### config.mk
export PLATFORM = sky130hd
export DESIGN_NAME = change_dispenser_flat
export DESIGN_NICKNAME = d
export VERILOG_FILES = /design/src/rtl/change_dispenser_pkg.sv /design/src/rtl/change_dispenser_if.sv /design/src/rtl/change_value_calc.sv /design/src/rtl/change_dispenser.sv /design/src/flat_wrapper.sv
export SDC_FILE = /design/constraint.sdc
export NUM_CORES = 1
export LEC_CHECK = 0
export CORE_MARGIN = 1
export CORE_UTILIZATION = 45
export CTS_CLUSTER_DIAMETER = 40
export DETAILED_ROUTE_END_ITERATION = 10
export PLACE_DENSITY = 0.65
export RECOVER_POWER = 50
export SLEW_MARGIN = 20
export SYNTH_ARGS = -nofsm -noshare
export SYNTH_HDL_FRONTEND = slang
export SYNTH_HIERARCHICAL = 1
export SYNTH_SLANG_ARGS = --single-unit
### constraint.sdc
create_clock -name clk -period 4.9 [get_ports clk]
set_input_delay 0.49 -clock clk [delete_from_list [all_inputs] [get_ports clk]]
set_output_delay 0.49 -clock clk [all_outputs]
set_load 0.1 [all_outputs]
### src/rtl/change_dispenser_pkg.sv
// Shared types and constants for the change dispenser and the vending FSM that feeds it.
package change_dispenser_pkg;

  localparam int unsigned NICKEL_W  = 5;
  localparam int unsigned DIME_W    = 4;
  localparam int unsigned QUARTER_W = 2;
  localparam int unsigned CENTS_W   = 9;
  localparam int unsigned TMR_W     = 8;
  localparam int unsigned GAP_W     = 4;

  localparam int unsigned NICKEL_CENTS  = 5;
  localparam int unsigned DIME_CENTS    = 10;
  localparam int unsigned QUARTER_CENTS = 25;
  localparam int unsigned DOLLAR_CENTS  = 100;

  localparam logic [2:0] ST_IDLE       = 3'd0;
  localparam logic [2:0] ST_SELECT     = 3'd1;
  localparam logic [2:0] ST_PULSE      = 3'd2;
  localparam logic [2:0] ST_WAIT_SENSE = 3'd3;
  localparam logic [2:0] ST_GAP        = 3'd4;
  localparam logic [2:0] ST_DONE       = 3'd5;
  localparam logic [2:0] ST_FAULT      = 3'd6;

  typedef enum logic [2:0] {
    SEL_DOLLAR  = 3'd0,
    SEL_QUARTER = 3'd1,
    SEL_DIME    = 3'd2,
    SEL_NICKEL  = 3'd3,
    SEL_NONE    = 3'd4
  } coin_sel_e;

  typedef struct packed {
    logic                 dol;
    logic [QUARTER_W-1:0] q;
    logic [DIME_W-1:0]    d;
    logic [NICKEL_W-1:0]  n;
  } coin_counts_t;

endpackage

### src/rtl/change_dispenser_if.sv
// Job/hopper bundle between the vending FSM, the change dispenser and the coin hopper.
interface change_dispenser_if;
  import change_dispenser_pkg::*;

  logic                 load;
  logic [NICKEL_W-1:0]  nickels_in;
  logic [DIME_W-1:0]    dimes_in;
  logic [QUARTER_W-1:0] quarters_in;
  logic                 dollar_in;
  logic                 coin_sensed;
  logic                 fault_clr;
  logic                 eject_dollar;
  logic                 eject_quarter;
  logic                 eject_dime;
  logic                 eject_nickel;
  logic                 busy;
  logic                 done;
  logic                 fault;
  logic [CENTS_W-1:0]   remaining_cents;

  modport master (
    output load, nickels_in, dimes_in, quarters_in, dollar_in, coin_sensed, fault_clr,
    input  eject_dollar, eject_quarter, eject_dime, eject_nickel, busy, done, fault,
           remaining_cents
  );

  modport slave (
    input  load, nickels_in, dimes_in, quarters_in, dollar_in, coin_sensed, fault_clr,
    output eject_dollar, eject_quarter, eject_dime, eject_nickel, busy, done, fault,
           remaining_cents
  );

endinterface

### src/rtl/change_value_calc.sv
// Combinational cent value of a coin breakdown; max 100+75+150+155 = 480 fits in 9 bits.
module change_value_calc
  import change_dispenser_pkg::*;
(
  input  coin_counts_t       counts,
  output logic [CENTS_W-1:0] cents_c
);

  always_comb begin
    cents_c = CENTS_W'(DOLLAR_CENTS)  * CENTS_W'(counts.dol)
            + CENTS_W'(QUARTER_CENTS) * CENTS_W'(counts.q)
            + CENTS_W'(DIME_CENTS)    * CENTS_W'(counts.d)
            + CENTS_W'(NICKEL_CENTS)  * CENTS_W'(counts.n);
  end

endmodule

### src/rtl/change_dispenser.sv
// Pays out a latched change breakdown one coin at a time, highest value first,
// confirming each coin with the hopper drop sensor and latching a fault on a missed drop.
module change_dispenser
  import change_dispenser_pkg::*;
#(
  parameter int unsigned PULSE_CYCLES   = 4,
  parameter int unsigned GAP_CYCLES     = 2,
  parameter int unsigned TIMEOUT_CYCLES = 255
) (
  input logic               clk,
  input logic               rst_n,
  change_dispenser_if.slave bus
);

  localparam logic [TMR_W-1:0] PULSE_LAST   = TMR_W'(PULSE_CYCLES - 1);
  localparam logic [TMR_W-1:0] TIMEOUT_LAST = TMR_W'(TIMEOUT_CYCLES - 1);
  localparam logic [GAP_W-1:0] GAP_LAST     = GAP_W'((GAP_CYCLES == 0) ? 0 : GAP_CYCLES - 1);
  // With no gap configured a confirmed coin goes straight back to selection.
  localparam logic [2:0]       AFTER_COIN   = (GAP_CYCLES == 0) ? ST_SELECT : ST_GAP;

  logic [2:0]         state, state_n;
  coin_counts_t       counts, counts_n;
  coin_sel_e          sel, sel_n, pick;
  logic               sensed, sensed_n;
  logic [TMR_W-1:0]   tmr, tmr_n;
  logic [GAP_W-1:0]   gap_cnt, gap_n;
  logic               dec;
  logic [CENTS_W-1:0] cents_n_c;

  change_value_calc u_calc (
    .counts  (counts_n),
    .cents_c (cents_n_c)
  );

  // Next-state, counter and count update logic.
  always_comb begin
    state_n  = state;
    counts_n = counts;
    sel_n    = sel;
    sensed_n = sensed;
    tmr_n    = tmr;
    gap_n    = gap_cnt;
    pick     = SEL_NONE;
    dec      = 1'b0;

    case (state)
      ST_IDLE: begin
        if (bus.load) begin
          counts_n.dol = bus.dollar_in;
          counts_n.q   = bus.quarters_in;
          counts_n.d   = bus.dimes_in;
          counts_n.n   = bus.nickels_in;
          state_n      = ST_SELECT;
        end
      end
      ST_SELECT: begin
        if (counts.dol)              pick = SEL_DOLLAR;
        else if (counts.q != '0)     pick = SEL_QUARTER;
        else if (counts.d != '0)     pick = SEL_DIME;
        else if (counts.n != '0)     pick = SEL_NICKEL;
        sel_n    = pick;
        sensed_n = 1'b0;
        tmr_n    = '0;
        gap_n    = '0;
        state_n  = (pick == SEL_NONE) ? ST_DONE : ST_PULSE;
      end
      ST_PULSE: begin
        tmr_n = tmr + TMR_W'(1);
        // An early drop is credited once; the strobe still runs its full width.
        if (bus.coin_sensed && !sensed) begin
          dec      = 1'b1;
          sensed_n = 1'b1;
        end
        if (tmr == PULSE_LAST) begin
          state_n = sensed_n ? AFTER_COIN : ST_WAIT_SENSE;
        end
      end
      ST_WAIT_SENSE: begin
        tmr_n = tmr + TMR_W'(1);
        if (bus.coin_sensed) begin
          dec      = 1'b1;
          sensed_n = 1'b1;
          state_n  = AFTER_COIN;
        end else if (tmr >= TIMEOUT_LAST) begin
          state_n = ST_FAULT;
        end
      end
      ST_GAP: begin
        gap_n = gap_cnt + GAP_W'(1);
        if (gap_cnt == GAP_LAST) state_n = ST_SELECT;
      end
      ST_DONE: begin
        state_n = ST_IDLE;
      end
      ST_FAULT: begin
        if (bus.fault_clr) begin
          counts_n = '0;
          state_n  = ST_IDLE;
        end
      end
      default: begin
        state_n = ST_IDLE;
      end
    endcase

    if (dec) begin
      case (sel)
        SEL_DOLLAR:  counts_n.dol = 1'b0;
        SEL_QUARTER: counts_n.q   = counts.q - QUARTER_W'(1);
        SEL_DIME:    counts_n.d   = counts.d - DIME_W'(1);
        SEL_NICKEL:  counts_n.n   = counts.n - NICKEL_W'(1);
        default:     ;
      endcase
    end
  end

  // State, counters and registered outputs decoded from the next state.
  always_ff @(posedge clk or negedge rst_n) begin
    if (!rst_n) begin
      state               <= ST_IDLE;
      counts              <= '0;
      sel                 <= SEL_NONE;
      sensed              <= 1'b0;
      tmr                 <= '0;
      gap_cnt             <= '0;
      bus.eject_dollar    <= 1'b0;
      bus.eject_quarter   <= 1'b0;
      bus.eject_dime      <= 1'b0;
      bus.eject_nickel    <= 1'b0;
      bus.busy            <= 1'b0;
      bus.done            <= 1'b0;
      bus.fault           <= 1'b0;
      bus.remaining_cents <= '0;
    end else begin
      state               <= state_n;
      counts              <= counts_n;
      sel                 <= sel_n;
      sensed              <= sensed_n;
      tmr                 <= tmr_n;
      gap_cnt             <= gap_n;
      bus.eject_dollar    <= (state_n == ST_PULSE) && (sel_n == SEL_DOLLAR);
      bus.eject_quarter   <= (state_n == ST_PULSE) && (sel_n == SEL_QUARTER);
      bus.eject_dime      <= (state_n == ST_PULSE) && (sel_n == SEL_DIME);
      bus.eject_nickel    <= (state_n == ST_PULSE) && (sel_n == SEL_NICKEL);
      bus.busy            <= (state_n != ST_IDLE);
      bus.done            <= (state_n == ST_DONE);
      bus.fault           <= (state_n == ST_FAULT);
      bus.remaining_cents <= cents_n_c;
    end
  end

endmodule

### src/flat_wrapper.sv
// flat-port wrapper written by rule: the top's interface ports become plain ports
module change_dispenser_flat import change_dispenser_pkg::*;
#(
  parameter int unsigned PULSE_CYCLES   = 4,
  parameter int unsigned GAP_CYCLES     = 2,
  parameter int unsigned TIMEOUT_CYCLES = 255
)
  (clk, rst_n, bus_load, bus_nickels_in, bus_dimes_in, bus_quarters_in, bus_dollar_in, bus_coin_sensed, bus_fault_clr, bus_eject_dollar, bus_eject_quarter, bus_eject_dime, bus_eject_nickel, bus_busy, bus_done, bus_fault, bus_remaining_cents);
  change_dispenser_if bus_i ();
  input logic clk;
  input logic rst_n;
  input wire logic [$bits(bus_i.load)-1:0] bus_load;
  input wire logic [$bits(bus_i.nickels_in)-1:0] bus_nickels_in;
  input wire logic [$bits(bus_i.dimes_in)-1:0] bus_dimes_in;
  input wire logic [$bits(bus_i.quarters_in)-1:0] bus_quarters_in;
  input wire logic [$bits(bus_i.dollar_in)-1:0] bus_dollar_in;
  input wire logic [$bits(bus_i.coin_sensed)-1:0] bus_coin_sensed;
  input wire logic [$bits(bus_i.fault_clr)-1:0] bus_fault_clr;
  output wire logic [$bits(bus_i.eject_dollar)-1:0] bus_eject_dollar;
  output wire logic [$bits(bus_i.eject_quarter)-1:0] bus_eject_quarter;
  output wire logic [$bits(bus_i.eject_dime)-1:0] bus_eject_dime;
  output wire logic [$bits(bus_i.eject_nickel)-1:0] bus_eject_nickel;
  output wire logic [$bits(bus_i.busy)-1:0] bus_busy;
  output wire logic [$bits(bus_i.done)-1:0] bus_done;
  output wire logic [$bits(bus_i.fault)-1:0] bus_fault;
  output wire logic [$bits(bus_i.remaining_cents)-1:0] bus_remaining_cents;
  assign bus_i.load = bus_load;
  assign bus_i.nickels_in = bus_nickels_in;
  assign bus_i.dimes_in = bus_dimes_in;
  assign bus_i.quarters_in = bus_quarters_in;
  assign bus_i.dollar_in = bus_dollar_in;
  assign bus_i.coin_sensed = bus_coin_sensed;
  assign bus_i.fault_clr = bus_fault_clr;
  assign bus_eject_dollar = bus_i.eject_dollar;
  assign bus_eject_quarter = bus_i.eject_quarter;
  assign bus_eject_dime = bus_i.eject_dime;
  assign bus_eject_nickel = bus_i.eject_nickel;
  assign bus_busy = bus_i.busy;
  assign bus_done = bus_i.done;
  assign bus_fault = bus_i.fault;
  assign bus_remaining_cents = bus_i.remaining_cents;
  change_dispenser #(.PULSE_CYCLES(PULSE_CYCLES), .GAP_CYCLES(GAP_CYCLES), .TIMEOUT_CYCLES(TIMEOUT_CYCLES)) u_core (.clk(clk), .rst_n(rst_n), .bus(bus_i));
endmodule
## Yosys cells after proc, flatten, opt, wreduce, memory -nomap -nowiden

Index checks and enable logic that the tools add are counted.

- Bits in registers: 47
- Output and inout port bits: 16
- Logic and storage cells: 98
- Input bits: 17

- $mul: 4
- Add/subtract/negate cells: 8
- Magnitude comparators: 1
- Reduce and logical (&&, ||, !) cells: 18
- Equal/unequal tests: 18
- Multiplexer cells: 32

Operators with widths:

| operator | number |
|---|---|
| $mux W3 | 14 |
| $mux W12 | 3 |
| $pmux W12 S2 | 1 |
| $eq A3 B2 Y1 const B | 7 |
| $add A9 B8 Y9 | 2 |
| $pmux W3 S6 | 1 |
| $pmux W8 S2 | 1 |
| $eq A3 B3 Y1 const B | 5 |
| $add A8 B7 Y9 | 1 |
| $eq A3 B1 Y1 const B | 3 |
| $logic_not A3 Y1 | 3 |
| $add A8 B1 Y8 const B | 1 |
| $eq A8 B2 Y1 const B | 1 |
| $ge A8 B8 Y1 const B | 1 |
| $mul A3 B5 Y8 const A | 1 |
| $pmux W4 S2 | 1 |
| $mul A3 B4 Y7 const A | 1 |
| $mul A5 B2 Y7 const A | 1 |
| $mul A5 B1 Y6 const A | 1 |
| $mux W1 | 6 |
| $reduce_bool A2 Y1 | 3 |
| $reduce_bool A3 Y1 | 2 |
| $logic_and A1 B1 Y1 | 5 |
| $mux W5 | 1 |
| other kinds (15) | 15 |

## Logic depth before layout (Yosys ltp)

Gate-level depths: netlist (run 1).

- Depth after elaboration: 11
- Depth in mapped cells: 22
- Mapped depth without buffers: 20

## By module

Netlist (run 1), hierarchy kept.

By module, submodules not included:

| module | area each (um^2) | instances | seq. area each (um^2) | cells each |
|---|---|---|---|---|
| change_dispenser | 2397.3 | 1 | 1177.4 | 248 |
| change_value_calc | 818.3 | 1 | 0.0 | 88 |

## Least setup slack after synthesis (run 1)

OpenSTA, ideal clock, no wires.

- Path kind: register to register
- Start point: register u_core.state[2]
- End point: register u_core/bus.remaining_cents[8] (netlist bit)
- Clock period less this slack: 5252 ps
- Data required time: 4820 ps
- Library setup time: 80 ps
- Path slack: -352 ps
- Cell stages (with the launch flop): 20
- Buffers on the path: 1
- Arrival: 5172 ps
- Cell sequence: dfrtp_1 -> clkbuf_1 -> nor4bb_1 -> nand2_1 -> nor3b_1 -> nand2_1 -> o211ai_1 -> ha_1 -> ha_1 -> fa_1 -> inv_1 -> fa_1 -> fa_1 -> inv_1 -> fa_1 -> ha_1 -> o21ai_0 -> o21bai_1 -> a21oi_2 -> xnor2_1

RTL lines:

| element | line | text |
|---|---|---|
| from (decl) | change_dispenser.sv:21 | `logic [2:0] state, state_n;` |
| from (signal assigned) | change_dispenser.sv:135 | `state <= state_n;` |
| to (signal assigned) | change_dispenser.sv:148 | `bus.remaining_cents <= cents_n_c;` |
| to (decl) | change_dispenser_if.sv:30 | `remaining_cents` |

==> summary.md, run 1 <==
| Metric | Value |
|---|---|
| Status | `complete, but fails checks` |
| Failing checks | `max-capacitance violations, max-slew violations` |
| Period Utilization, post-route | `0.995` |
| Max Freq | `205 MHz` |
| Vias in the first global route | `2,533` |
| Port buffer count | `32` |
| Final Cell Area | `0.00407 mm2` |
| FFs w/ async S/R, synth | `1.00` |
| Slew of the pin with the lowest slew margin | `2.55 ns` |
| Hold/Removal Path Class | `reg -> reg` |
| Die Height | `86.5 um` |
| CP Capture Type | `flop` |
| Yosys Warn Count | `6` |
| Synth Cell Area | `0.00322 mm2` |
| Initial antenna violation count | `0` |
| Sequential element share of the synthesized area | `0.366` |
| CTS Buf Count | `5` |
| Routed wire length | `6.99 mm` |
| Crit-path cells | `nor4bb_4, nand2_2, nor3b_4, nand2_1, o211ai_1, ha_1, ha_2, fa_1, inv_1, fa_1, fa_1, inv_2, fa_1, ha_4, o21ai_1, o21bai_1, a21oi_2, xnor2_1` |
| Distinct cells, synth | `56` |
| Critical Path RT | `5.10 ns` |
| Vias per inst | `5.16` |
| Clk_lat worst skew | `0.31 ns` |
| Vias | `2,572` |
| CP Max Fanout | `4` |
| Synth Area per Inst | `9.57 um2` |
| Post-synth top area cell | `dfrtp_1` |
| HPWL Detailed | `5.26 mm` |
| RSZ-0062 raised after global routing | `true` |
| Total die area | `0.00749 mm2` |
| Nets | `464` |
| Die Wd | `86.5 um` |
| Clock tree buffer depth | `2` |
| Crit path launch type | `flop` |
| Residual DRC count | `0` |
| Mapped Cells | `336` |
| First-pass GRT wire length | `12.0 mm` |
| Final Max Slew Viols | `48` |
| Synth Flop Type | `dfrtp_1` |
| CTS tree | `yes` |
| Crit path buffers/inverters | `2` |
| Clk_skew | `0.0175 ns` |
| MaxCap Viol Count | `1` |
| Num Clock Sinks | `47` |
| Crit path time final | `4.88 ns` |
| Avg WL per Cell | `14.0 um` |
| Register bit total from synthesis | `47` |
| DRT iter0 DRCs | `105` |
| Number of diodes | `0` |
| Router iterations before antenna repair | `5` |
| GP Congestion | `0.826` |
| CP max-delay cell | `fa_1` |
| Setup violations, final | `0` |
| Syn_nets | `399` |
| CP max stage delay | `0.53 ns` |
| Arrival @ worst endpoint | `5.08 ns` |
| Area share of the largest cell type after synthesis | `0.358` |
| Critical path class | `reg -> reg` |
| All-Layer GR Usage | `0.208` |
| Largest cells by area after synthesis | `dfrtp_1, ha_1, fa_1` |
| Layout cell share with drive strength beyond 1 | `0.174` |
| Starting Density | `0.471` |
| Relative slew slack | `-0.702` |
| Delay-heaviest family, CP | `adder cells` |
| Most used cell along the critical path | `fa_1` |
| Placed cell areas | `0.00387 mm2` |
| I/O pin count | `33` |
| Grt ovf | `0` |
| Max H-tree Level | `2` |
| Largest net degree at the start of global routing | `48` |
| Placeable core area | `0.00683 mm2` |
| FP Rows | `30` |
| Post-synth EDFFs | `0` |
| CTS root buf | `clkbuf_8` |
| Clock transition at the registers of the reported paths | `0.10 ns` |
| Final antenna-violating net count | `0` |
| Layout area overhead | `26.5%` |
| Final hold violations | `0` |
layout by cell type, fill, tap and decap left out, types with 4 or more instances in the layout:
cell / instances
nor2_1: 18
o21ai_1: 16
a22o_1: 10
buf_4: 35
inv_1: 47
o21ai_0: 4
nand4_1: 5
xnor2_1: 4
nor3b_1: 6
ha_1: 29
clkbuf_8: 6
nand3_1: 6
a21oi_1: 16
clkdlybuf4s50_1: 30
nand2_1: 25
nor3_1: 6
dfrtp_1: 45
fa_1: 13
metrics by stage:
stage           util  instances  worst slack [ns]  setup TNS, ns  hold WS, ns
6_report       0.595        498            0.0227              0        0.495
3_5_place_dp   0.567        482            -0.594          -2.13        0.477
4_1_cts        0.585        492            0.0203              0        0.403
3_3_place_gp   0.567        482            -0.505          -1.75        0.474
2_1_floorplan      -        336            0.0679              0        0.194
5_1_grt        0.595        498            -0.202         -0.495        0.543
final timing paths:
| path | startpoint | to | slack, ns | depth (start not counted) |
|---|---|---|---|---|
| worst min register to register | u_core/sel[2]$_DFF_PN1_ | u_core/sel[2]$_DFF_PN1_ | 0.49 | 2 |
| max in group asynchronous | rst_n | u_core/state[1]$_DFF_PN0_ | 2.30 | 1 |
| worst min-delay path | u_core/sel[2]$_DFF_PN1_ | u_core/sel[2]$_DFF_PN1_ | 0.49 | 2 |
| worst max-delay path | u_core/state[2]$_DFF_PN0_ | u_core/bus.remaining_cents[8]$_DFF_PN0_ | 0.02 | 18 |
| min in group asynchronous | rst_n | u_core/tmr[5]$_DFFE_PN0P_ | 0.95 | 1 |
| worst max register to register | u_core/state[2]$_DFF_PN0_ | u_core/bus.remaining_cents[8]$_DFF_PN0_ | 0.02 | 18 |
worst register-to-register path, stage by stage (launching register included):
cell	delay [ns]
dfrtp_1	0.43
nor4bb_4	0.36
nand2_2	0.12
nor3b_4	0.27
nand2_1	0.08
o211ai_1	0.24
ha_1	0.28
ha_2	0.20
fa_1	0.53
inv_1	0.07
fa_1	0.45
fa_1	0.51
inv_2	0.04
fa_1	0.47
ha_4	0.29
o21ai_1	0.05
o21bai_1	0.19
a21oi_2	0.08
xnor2_1	0.12
synthesized netlist by cell type, types with 3 or more instances:
| library cell | number |
|---|---|
| a22oi_1 | 3 |
| nor3_1 | 6 |
| a21oi_1 | 18 |
| nand4_1 | 5 |
| dfrtp_1 | 46 |
| inv_1 | 48 |
| nand3_1 | 6 |
| nand2_1 | 26 |
| xnor2_1 | 5 |
| o211ai_1 | 3 |
| nor2_1 | 18 |
| nand2b_1 | 3 |
| ha_1 | 32 |
| and2_1 | 4 |
| o21ai_1 | 19 |
| fa_1 | 14 |
| a22o_1 | 10 |
| clkbuf_1 | 10 |
| nor2b_1 | 3 |
| nor4_1 | 3 |
| nor3b_1 | 8 |
layout make-up:
| type | instances | area (um2) |
|---|---|---|
| clock buffers | 6 | 82.6 |
| clock inverters | 2 | 16.3 |
| fillers | 608 | 2770 |
| inverters | 50 | 188 |
| multi-input cells | 227 | 1890 |
| flip-flops and latches | 47 | 1180 |
| well taps | 96 | 120 |
| repair buffers | 70 | 594 |
registers in the layout (all words and copies together) (netlist names), 3 cells and up:
name / flops
u_core/counts: 12
u_core/bus.remaining_cents: 9
u_core/tmr: 8
u_core/gap_cnt: 4
u_core/sel: 3
u_core/state: 3
cell families after synthesis:
kind of cell	synth area share
flip-flops	0.366
adder cells (fa/ha/maj)	0.212
multiplexers	0.0105
XOR/XNOR	0.0136
AO/OA/AOI/OAI	0.155
AND/OR/NAND/NOR	0.168
buffers and inverters	0.0747
per-layer routing:
metal / global-route usage / share of wire / vias to the layer above
met2: 0.338 / 0.47 / 37
met1: 0.294 / 0.49 / 1240
li1: - / - / 1291
met3: 0.0324 / 0.030 / 4
met4: 0.0470 / 0.0073 / 0
met5: 0 / 0 / -
timing repair:
item | CTS | global route
gates resized for setup | 5 | 9
setup endpoints to repair | 4 | 3
setup buffers | 2 | 6
pin swaps | 11 | 15
hold buffers | 0 | 0
Power of run 1 is left out: the tool's default activity adds up to more than one toggle a clock period on the data nets, which glitch-free logic cannot reach.
==> inputs of run 2 (changes only) <==
- DONT_BUFFER_PORTS: not set -> 1
- PLACE_DENSITY: 0.65 -> 0.59
==> run 2 against run 1 <==
The flow finishes with violations (max-capacitance violations, max-slew violations, negative setup slack). Highest routed layer unchanged. Flip-flop and latch count stayed put. Register-to-register slack worse by 0.05 ns. Critical path type unchanged. Design area is 9.4% lower. Worst setup slack worse by 0.049 ns. Wire length is 2.5% lower. Die area stayed put.
==> summary.md, run 2 (synthesis gave the netlist of run 1 again) <==
| Metric | Value |
|---|---|
| Max H-tree Level | `2 (unchanged)` |
| Placement Setup Slack | `-0.0724 ns (+0.521 ns)` |
| Reg2reg setup slack | `-0.03 ns (-0.05 ns)` |
| R2R depth | `18 (unchanged)` |
| Crit-path cells | `nor4bb_4, nand2_2, nor3b_4, nand2_1, o211ai_1, ha_1, ha_4, fa_1, inv_1, fa_1, fa_1, inv_1, fa_1, ha_4, o21ai_2, o21bai_1, a21oi_2, xnor2_1` |
| Multi-input logic area | `0.00190 mm2 (+0.60%)` |
| Placeable core area | `0.00683 mm2 (unchanged)` |
| Total die area | `0.00749 mm2 (unchanged)` |
| Clk_skew | `0.00565 ns (-0.0119 ns)` |
| Max Freq | `203 MHz (-0.99%)` |
| Reg2reg end | `u_core/bus.remaining_cents[8]$_DFF_PN0_` |
| Fill cell count | `654 (+7.6%)` |
| Setup violations, final | `1 (+1)` |
| Number of diodes | `0 (unchanged)` |
| Avg WL per Cell | `15.2 um (+7.9%)` |
| Setup crit end | `u_core/bus.remaining_cents[8]$_DFF_PN0_` |
| First-pass GRT wire length | `11.5 mm (-4.3%)` |
| MaxCap Viol Count | `1 (unchanged)` |
| Most used cell along the critical path | `fa_1` |
| Hold WS | `0.367 ns (-0.128 ns)` |
| Hold Path Origin | `bus_coin_sensed` |
| Grt ovf | `0 (unchanged)` |
| Vias | `2,435 (-5.3%)` |
| Nets | `416 (-10%)` |
| Starting Density | `0.471 (unchanged)` |
| Crit path time final | `4.93 ns (+0.0490 ns)` |
| CP max stage delay | `0.50 ns (-0.03 ns)` |
| CP Max Fanout | `3 (-1)` |
| All-Layer GR Usage | `0.198 (-0.0105)` |
| CP Capture Type | `flop` |
| Max FFs per register | `12 (unchanged)` |
| Placed Cells | `439 (-8.9%)` |
| Commonest non-fill, non-tap cell in the layout | `inv_1` |
| Failing checks | `max-capacitance violations, max-slew violations, negative setup slack` |
| Relative slew slack | `-0.696 (+0.00615)` |
| WHS Path Cells | `2 (unchanged)` |
| CTS tree | `yes` |
| GP Congestion | `0.790 (-4.4%)` |
| Die Height | `86.5 um (unchanged)` |
| Num Clock Sinks | `47 (unchanged)` |
| RSZ-0062 raised after global routing | `true` |
| Vias per inst | `5.41 (+4.8%)` |
| Layout area overhead | `14.6%` |
| Port buffer count | `0 (-100%)` |
| Final antenna-violating net count | `0 (unchanged)` |
| Final hold violations | `0 (unchanged)` |
| Final Util | `0.539 (-0.0559)` |
| Initial antenna violation count | `0 (unchanged)` |
| CTS root buf | `clkbuf_8` |
| FP Rows | `30 (unchanged)` |
| CTS Buf Count | `5 (unchanged)` |
| Crit path launch type | `flop` |
| Arrival @ worst endpoint | `5.12 ns (+0.04 ns)` |
| Largest registers | `u_core/counts x12, u_core/bus.remaining_cents x9, u_core/tmr x8` |
| Largest net degree at the start of global routing | `47 (-2.1%)` |
| Status | `complete, but fails checks` |
| Period Utilization, post-route | `1.01 (+0.0100)` |
| HPWL Detailed | `5.08 mm (-3.4%)` |
| Die Wd | `86.5 um (unchanged)` |
| Router iterations before antenna repair | `4 (-1)` |
| Hold/Removal Path Class | `in -> reg` |
| Critical Path RT | `5.09 ns (about the same)` |
| CP max-delay cell | `fa_1` |
| Most frequent cells in the layout | `inv_1, dfrtp_1, ha_1` |
| Clock tree buffer depth | `2 (unchanged)` |
| Critical path origin | `u_core/state[2]$_DFF_PN0_` |
| DRT iter0 DRCs | `139 (+32%)` |
| R2r startpoint | `u_core/state[2]$_DFF_PN0_` |
| Clk_lat worst skew | `0.30 ns (about the same)` |
| Final Max Slew Viols | `47 (-2.1%)` |
| I/O pin count | `33 (unchanged)` |
| Reg area | `0.00118 mm2 (unchanged)` |
| Vias in the first global route | `2,410 (-4.9%)` |
| Non-Filler Instances | `450 (-9.6%)` |
| Layout cell share with drive strength beyond 1 | `0.141 (-0.0329)` |
| Slew of the pin with the lowest slew margin | `2.54 ns (-0.00922 ns)` |
| Routed wire length | `6.82 mm (-2.5%)` |
| Biggest register | `u_core/counts` |
| Critical path class | `reg -> reg` |
| Setup ws final | `-0.0263 ns (-0.0490 ns)` |
| Residual DRC count | `0 (unchanged)` |
| Clock transition at the registers of the reported paths | `0.09 ns (about the same)` |
-- run 2: cell count changes in the layout (fill, tap and decap cells not counted), moves of 2 or more --
cell and change:
inv_1 +2, ha_4 +2, inv_2 -2, bufinv_16 +2
buf_4 -16, clkdlybuf4s50_1 -30
-- run 2: how the worst min path moves through the flow --
| stage | end | slack [ns] |
|---|---|---|
| 2_1_floorplan | u_core/bus.busy$_DFF_PN0_ | 0.19 |
| 3_3_place_gp | u_core/tmr[4]$_DFFE_PN0P_ | 0.20 |
| 3_5_place_dp | u_core/tmr[4]$_DFFE_PN0P_ | 0.20 |
| 4_1_cts | u_core/sel[2]$_DFF_PN1_ | 0.02 |
| 5_1_grt | u_core/sensed$_DFFE_PN0P_ | 0.37 |
| 6_report | u_core/sensed$_DFFE_PN0P_ | 0.37 |
-- run 2: layer usage --
| metal | global-route usage | vias up | share of wire |
|---|---|---|---|
| li1 | - | 1193 | - |
| met1 | 0.254 | 1193 | 0.44 |
| met2 | 0.328 | 41 | 0.50 |
| met3 | 0.0524 | 8 | 0.044 |
| met4 | 0.0561 | 0 | 0.011 |
| met5 | 0 | - | 0 |
-- run 2: worst max-delay path, delay by kind of cell (launching register included) --
kind	cells	cell delay, ns
AO/OA/AOI/OAI	4	0.63
XOR/XNOR	1	0.12
adder cells (fa/ha/maj)	7	2.74
buffers and inverters	2	0.11
flip-flops	1	0.41
AND/OR/NAND/NOR	4	0.81
-- run 2: cell type report --
class	count	area share
Clock buffer	6	0.0197
Clock inverter	2	0.0163
Inverter	50	0.0509
Multi-Input combinational cell	227	0.515
Sequential cell	47	0.320
Tap cell	96	0.0326
Timing Repair Buffer	22	0.0455
-- run 2: stage by stage --
stage / cell area [um2] / setup TNS (ns)
after detailed placement: 3480 / -0.0724
after global routing: 3680 / -0.458
after global placement: 3480 / 0
final: 3680 / -0.0263
after CTS: 3640 / 0
after floorplan: 3280 / 0
-- run 2: timing repair --
action	CTS	global route
buffers inserted	0	1
hold buffers	1	1
pin swaps	0	10
endpoints found under the setup margin	1	3
endpoints found under the hold margin	46	1
resized for setup	1	11
Power of run 2 is left out for the same reason.
